$ cat config.mk
export PLATFORM = sky130hd
export DESIGN_NAME = lsu_mem_arbiter
export DESIGN_NICKNAME = d
export VERILOG_FILES = /design/src/rtl/lsu_mem_arbiter.sv
export SDC_FILE = /design/constraint.sdc
export NUM_CORES = 1
export LEC_CHECK = 0
export CAP_MARGIN = 20
export CORE_AREA = 10 10 149 151
export CTS_BUF_LIST = sky130_fd_sc_hd__clkbuf_16
export DETAILED_ROUTE_END_ITERATION = 16
export DIE_AREA = 0 0 159 161
export PLACE_DENSITY = 0.83
export SLEW_MARGIN = 20
export SYNTH_ARGS = -nofsm -noshare
export SYNTH_HDL_FRONTEND = slang
export SYNTH_SLANG_ARGS = --single-unit
export TNS_END_PERCENT = 1
$ cat constraint.sdc
create_clock -name clk -period 2 [get_ports clk]
set_input_delay 0.4 -clock clk [delete_from_list [all_inputs] [get_ports clk]]
set_output_delay 0.4 -clock clk [all_outputs]
set_load 0.05 [all_outputs]
$ cat src/rtl/lsu_mem_arbiter.sv
// Serializes the two LSU lanes onto the single data-RAM port; a same-cycle conflict costs one stall.
// Optional macro LSU_ARB_PERF_EN adds a 32-bit conflict_count output.
module lsu_mem_arbiter #(
    parameter int AW = 32,
    parameter int DW = 32
) (
    input  logic          clk,
    input  logic          rst,
    input  logic          stall_in,
    input  logic          l0_rd_en,
    input  logic          l1_rd_en,
    input  logic          l0_wr_en,
    input  logic          l1_wr_en,
    input  logic [AW-1:0] l0_rd_addr,
    input  logic [AW-1:0] l1_rd_addr,
    input  logic [AW-1:0] l0_wr_addr,
    input  logic [AW-1:0] l1_wr_addr,
    input  logic [DW-1:0] l0_wr_data,
    input  logic [DW-1:0] l1_wr_data,
    input  logic [1:0]    l0_rd_size,
    input  logic [1:0]    l1_rd_size,
    input  logic [1:0]    l0_wr_size,
    input  logic [1:0]    l1_wr_size,
    output logic [DW-1:0] l0_rd_data,
    output logic [DW-1:0] l1_rd_data,
    output logic          ram_rd_en,
    output logic          ram_wr_en,
    output logic [AW-1:0] ram_rd_addr,
    output logic [AW-1:0] ram_wr_addr,
    output logic [DW-1:0] ram_wr_data,
    output logic [1:0]    ram_rd_size,
    output logic [1:0]    ram_wr_size,
    input  logic [DW-1:0] ram_rd_data,
    output logic          stall_out
`ifdef LSU_ARB_PERF_EN
    ,
    output logic [31:0]   conflict_count
`endif
);

    typedef enum logic [1:0] {
        FIRST  = 2'd0,
        SECOND = 2'd1,
        WAIT   = 2'd2
    } state_t;

    state_t        state;
    logic [DW-1:0] hold0;
    logic [DW-1:0] hold1;
    logic          hv0;
    logic          hv1;
    logic          l0_was_rd;
    logic          cap1;

    logic req0;
    logic req1;
    logic conflict;
    logic grant0;
    logic grant1;

    assign req0     = l0_rd_en | l0_wr_en;
    assign req1     = l1_rd_en | l1_wr_en;
    assign conflict = (state == FIRST) && req0 && req1;

    // Lane 1 is granted in SECOND even though its request is the held bundle from the conflict cycle.
    assign grant0 = rst && (state == FIRST) && req0;
    assign grant1 = rst && (((state == FIRST) && req1 && !req0) || (state == SECOND));

    assign ram_rd_en   = (grant0 & l0_rd_en) | (grant1 & l1_rd_en);
    assign ram_wr_en   = (grant0 & l0_wr_en) | (grant1 & l1_wr_en);
    assign ram_rd_addr = grant1 ? l1_rd_addr : l0_rd_addr;
    assign ram_wr_addr = grant1 ? l1_wr_addr : l0_wr_addr;
    assign ram_wr_data = grant1 ? l1_wr_data : l0_wr_data;
    assign ram_rd_size = grant1 ? l1_rd_size : l0_rd_size;
    assign ram_wr_size = grant1 ? l1_wr_size : l0_wr_size;

    assign stall_out  = rst && conflict;
    assign l0_rd_data = (rst && hv0) ? hold0 : ram_rd_data;
    assign l1_rd_data = (rst && hv1) ? hold1 : ram_rd_data;

    always_ff @(posedge clk) begin
        if (!rst) begin
            state     <= FIRST;
            hold0     <= '0;
            hold1     <= '0;
            hv0       <= 1'b0;
            hv1       <= 1'b0;
            l0_was_rd <= 1'b0;
            cap1      <= 1'b0;
        end else begin
            case (state)
                FIRST: begin
                    // Writeback of the conflicting bundle consumes the held data in this cycle.
                    if (!stall_in) begin
                        hv0 <= 1'b0;
                        hv1 <= 1'b0;
                    end
                    if (req0 && req1) begin
                        l0_was_rd <= l0_rd_en;
                        state     <= SECOND;
                    end
                end
                SECOND: begin
                    if (l0_was_rd) begin
                        hold0 <= ram_rd_data;
                    end
                    hv0   <= l0_was_rd;
                    hv1   <= 1'b0;
                    cap1  <= l1_rd_en;
                    state <= stall_in ? WAIT : FIRST;
                end
                WAIT: begin
                    // Lane 1 load data appears only on the first WAIT cycle, so capture it once.
                    if (cap1) begin
                        hold1 <= ram_rd_data;
                        hv1   <= 1'b1;
                    end
                    cap1 <= 1'b0;
                    if (!stall_in) begin
                        state <= FIRST;
                    end
                end
                default: begin
                    state <= FIRST;
                end
            endcase
        end
    end

`ifdef LSU_ARB_PERF_EN
    always_ff @(posedge clk) begin
        if (!rst) begin
            conflict_count <= '0;
        end else if (conflict) begin
            conflict_count <= conflict_count + 32'd1;
        end
    end
`endif

endmodule
---- After elaboration in Yosys (flattened, before gate mapping) ----
Index checks and enable logic that the tools add are counted.
storage, ports and cells
  flip-flop bits (word level) ............. 70
  input bits .............................. 239
  logic and storage cells ................. 60
cells by class
  equal/unequal tests ..................... 6
  mux-type cells .......................... 16
  bitwise gates (word level) .............. 8
  reduce and logical (&&, ||, !) cells .... 23
operator list
  kind                count
  $mux 32             5
  $logic_and 1x1->1   11
  $mux 2              5
  $reduce_and 2->1    5
  $ne 2x2->1 const B  3
  $pmux 2 s3          1
  $and 1x1->1         4
  $or 1x1->1          4
  $pmux 1 s2          2
  $reduce_bool 2->1   2
  $pmux 1 s3          1
  $reduce_and 3->1    1
  $reduce_bool 3->1   1
  $eq 2x1->1 const B  1
  $eq 2x2->1 const B  1
  $logic_not 2->1     1
  $mux 1              2
  $ne 2x1->1 const B  1
  $logic_not 1->1     1
  $logic_or 1x1->1    1

---- Depth between registers and ports, before layout ----
  depth after elaboration ................. 7
  depth in mapped cells ................... 8
  gate-level depth less buffers ........... 5

---- Worst setup path after synthesis ----
Ideal clock, no wire load.
  path type ............................... register -> output
  start point ............................. register state[1]
  end point ............................... output port stall_out
  arrival ................................. 2,163 ps
  data required time ...................... 1,600 ps
  slack ................................... -563 ps
  cell stages (with the launch flop) ...... 8
  path buffers ............................ 3
  path through ............................ dfxtp_1 > inv_1 > ha_1 > buf_2 > o21ai_1 > buf_2 > buf_2 > nor3_1
on the way
  word-level cells in the longest chain between the ends .. 4
RTL lines
  what                            line  source
  start, declared                 47    state_t state;
  start signal, assigned          110   state <= stall_in ? WAIT : FIRST;
  $logic_not 2->1                 63    assign conflict = (state == FIRST) && req0 && req1;
  $logic_and 1x1->1 (2 in a row)  63
  $logic_and 1x1->1               77    assign stall_out = rst && conflict;
  end, declared                   34    output logic stall_out
No other way between the ends.

---- Final worst setup path ----
  start point ............................. register state[1]
  end point ............................... output port ram_wr_addr[28]
on the way
  word-level cells in the longest chain between the ends .. 6
RTL lines
  what                            line  source
  $logic_not 2->1                 67    assign grant1 = rst && (((state == FIRST) && req1 && !req0) || (state == SECOND));
  $logic_and 1x1->1 (2 in a row)  67
  $logic_or 1x1->1 (*)            67
  $logic_and 1x1->1 (*)           67
  $mux 32 (*)                     72    assign ram_wr_addr = grant1 ? l1_wr_addr : l0_wr_addr;
  end, declared                   29    output logic [AW-1:0] ram_wr_addr,
Mark *: on every way between the ends. The rest lies on a longest branch, timed or not.

==> impl_metrics.toml <==
[floorplan]
dieArea_sq_mm = 0.0256
die_w_um = 159
initial_core_util_pct = 32.4
die_h_um = 161
core_sq_mm = 0.0192
rows = 51
ioPinCount = 406

[drt]
num_vias = 8606
wl_per_cell_um = 20.8
ant_nets = 0
via_per_inst = 5.24
drc = 0
dr.pass1.iters = 5
dr.first_iter.drc_count = 551
wl_mm = 34.2

[place]
place.port_buffers = 405
place_hpwl_mm = 26.0
gp_congestion = 0.915

[timing]
maxSlewViolCount = 0
max-slew-margin-rel_pct = 71.6
rsz0062_at_grt = "yes"
final.setup.worst_slack_ns = -0.381
fin_tns_setup_ns = -30.16
setup_viol = 103
hold_viol_final = 0
worst_pin_slew_ns = 0.426
clock.fmax_mhz = 420
fin_crit_ns = 2.38
skew_ns = 0.00550
post-route-period-util_pct = 119

[yosys]
synth.ff_latch_count = 70
synth-edff-count = 0
syn_inst = 973
synth_top_family_by_area = "simple AND/OR/NAND/NOR gates"
synth-simple-area-share_pct = 31.6
synthAdderAreaFrac_pct = 0.603
synth_top_flop_cell = "dfxtp_1"
synthesis.area_sq_mm = 0.00623
syn_nets = 1215
synth_seq_area_share_pct = 22.5
yosysWarnings = 0
synth_top_area_share_pct = 22.5
synthDistinctLibCells = 27
muxShareOfSynthArea_pct = 11.6
post_synth_xor_area_fraction_pct = 0
synth_compound_area_share_pct = 27.2
synth_area_leaders = "dfxtp_1 22%, nand2_1 20%, o211ai_1 12%"
synthArstFlopShare_pct = 0
synth.avg_cell_area_sq_um = 6.40
synth_top_cell_by_area = "dfxtp_1"

[power_and_ir_drop]
power.switching_mw = 3.29
seqPwrFrac_pct = 17.9
power_density_mw_per_mm2 = 645
p_clk_share_pct = 20.7
finalPower_mw = 8.06
p_leak_nw = 4.91
comb_power_share_pct = 61.5
p_int_mw = 4.78
p_sw_share_pct = 40.7
ir_drop_mv = 0.444

[worst_setup_path]
worstPathCellList = "inv_2 > ha_4 > o21a_1 > a21oi_4 > buf_12 > buf_4 > o211ai_1 > clkbuf_16"
critPathMaxStageDelay_ns = 0.32
critPathMaxFanout = 7
arrival_ns = 1.98
crit_slowest_cell = "dfxtp_2"
path_delay_family = "buffers and inverters"
crit_required_ns = 1.60
endpoint_kind = "primary output"
cp.buffers_inverters = 4
path_class = "register to primary output"
start_kind = "register"

[grt]
grt_max_degree = 87
grt_pass1_wl_mm = 51.8
grt.overflow.total = 0
grt_pass1_vias = 8740
antenna_found_initial = 2
gr-usage-all-layers_pct = 24.9

[clock_tree]
ctsLongestPathBuffers = 2
holdBufCountCts = 0
htree_num_levels = 3
tritoncts = "yes"
cts_sinks = 70
clock_tree.root_cell = "clkbuf_16"
clk_latency_ns = 0.32
clkTransAtPathRegs_ns = 0.06
cts_buffers = 9

[layout]
area_growth_syn_to_layout_pct = 101
layout-drive-gt1-share_pct = 25.3
multiInputGateArea_sq_mm = 0.00454
final-seq-area_sq_mm = 0.00140
fill_cells = 1565
final_common_cell = "nand2_1"
nets = 1613
final_cell_mix = "338 x nand2_1, 233 x clkdlybuf4s50_1, 111 x buf_4"

[flow_run]
maxCapViolations = 0

[status]
violations = "negative setup slack"
status = "finished with violations"

[worst_hold_path]
min-delay-path-class = "register to register"
[cell usage after synthesis (2+ instances only)]
cell type	number
nor2_1	2
nand3_1	2
buf_1	5
ha_1	3
and2_1	4
dfxtp_1	70
o211ai_1	100
buf_2	26
nand2_1	339
o21ai_0	98
mux2_2	64
nor2b_1	102
a21oi_1	70
inv_1	4
o21ai_1	9
clkbuf_1	64
[layout make-up]
cell class,count,area share [%]
timing repair buffer,482,47.1
multi-input combinational,803,36.3
sequential,70,11.2
tap,265,2.65
clock buffer,9,1.80
clock inverter,7,0.701
inverter,5,0.170
antenna,2,0.0400
[kinds of logic after synthesis]
group,Yosys count
muxes,64
buffers and inverters,100
and+or+nand+nor,452
adders and majority gates,3
DFF,70
AOI/OAI and AO/OA,284
[layer usage]
metal | wire [um] | part of all wire, % | global-route usage [%]
met1 | 13100 | 38 | 27.7
met2 | 17100 | 50 | 43.9
met3 | 2480 | 7.2 | 6.18
met4 | 1520 | 4.5 | 11.3
met5 | 0 | 0 | 0
[final timing paths]
| check | start | endpoint | slack (ns) | cells past startpoint |
|---|---|---|---|---|
| setup / recovery | state[1]$_SDFFE_PN0P_ | ram_wr_addr[28] | -0.38 | 8 |
| hold / removal | hold0[27]$_SDFFE_PN0P_ | hold0[27]$_SDFFE_PN0P_ | 0.45 | 2 |
| setup reg to reg | state[1]$_SDFFE_PN0P_ | hold0[19]$_SDFFE_PN0P_ | 0.20 | 8 |
| hold reg to reg | hold0[27]$_SDFFE_PN0P_ | hold0[27]$_SDFFE_PN0P_ | 0.45 | 2 |
[worst register-to-register path: stages, from the launching register on]
cell,delay (ns)
dfxtp_2,0.32
inv_2,0.07
buf_6,0.10
ha_4,0.22
buf_4,0.24
and2_1,0.15
buf_4,0.35
nand2_1,0.12
a21oi_1,0.16
[power groups by stage]
| stage | clock network (mW) | logic, mW | registers, mW |
|---|---|---|---|
| 2_1_floorplan | 0 | 2.23 | 1.47 |
| 3_3_place_gp | 0 | 4.66 | 1.47 |
| 3_5_place_dp | 0 | 4.71 | 1.47 |
| 4_1_cts | 1.70 | 4.93 | 1.44 |
| 5_1_grt | 1.75 | 5.16 | 1.44 |
| 6_report | 1.67 | 4.96 | 1.44 |
[through the flow]
stage	area [sq um]	instances	hold WS (ns)	worst slack (ns)	utilization, %
global placement	11800	1612	0.439	-0.465	61.4
CTS	12400	1640	0.452	-0.470	64.6
global route	12500	1643	0.467	-0.449	65.1
detailed placement	11800	1612	0.444	-0.480	61.4
finish	12500	1643	0.450	-0.381	65.1
floorplan	6250	973	0.434	-0.249	-
[state kept, by name (all words and copies together), names as in the netlist]
| register | count |
|---|---|
| hv0 | 1 |
| hold1 | 32 |
| state | 2 |
| l0_was_rd | 1 |
| hold0 | 32 |
| cap1 | 1 |
| hv1 | 1 |
[repair_timing]
| item | in CTS | in global routing |
|---|---|---|
| cloned | 3 | 1 |
| resized for setup | 46 | 70 |
| pin swaps | 54 | 40 |
| buffers inserted | 10 | 1 |
| setup endpoints to repair | 103 | 106 |
No activity file was read; power rests on OpenSTA's default activity.
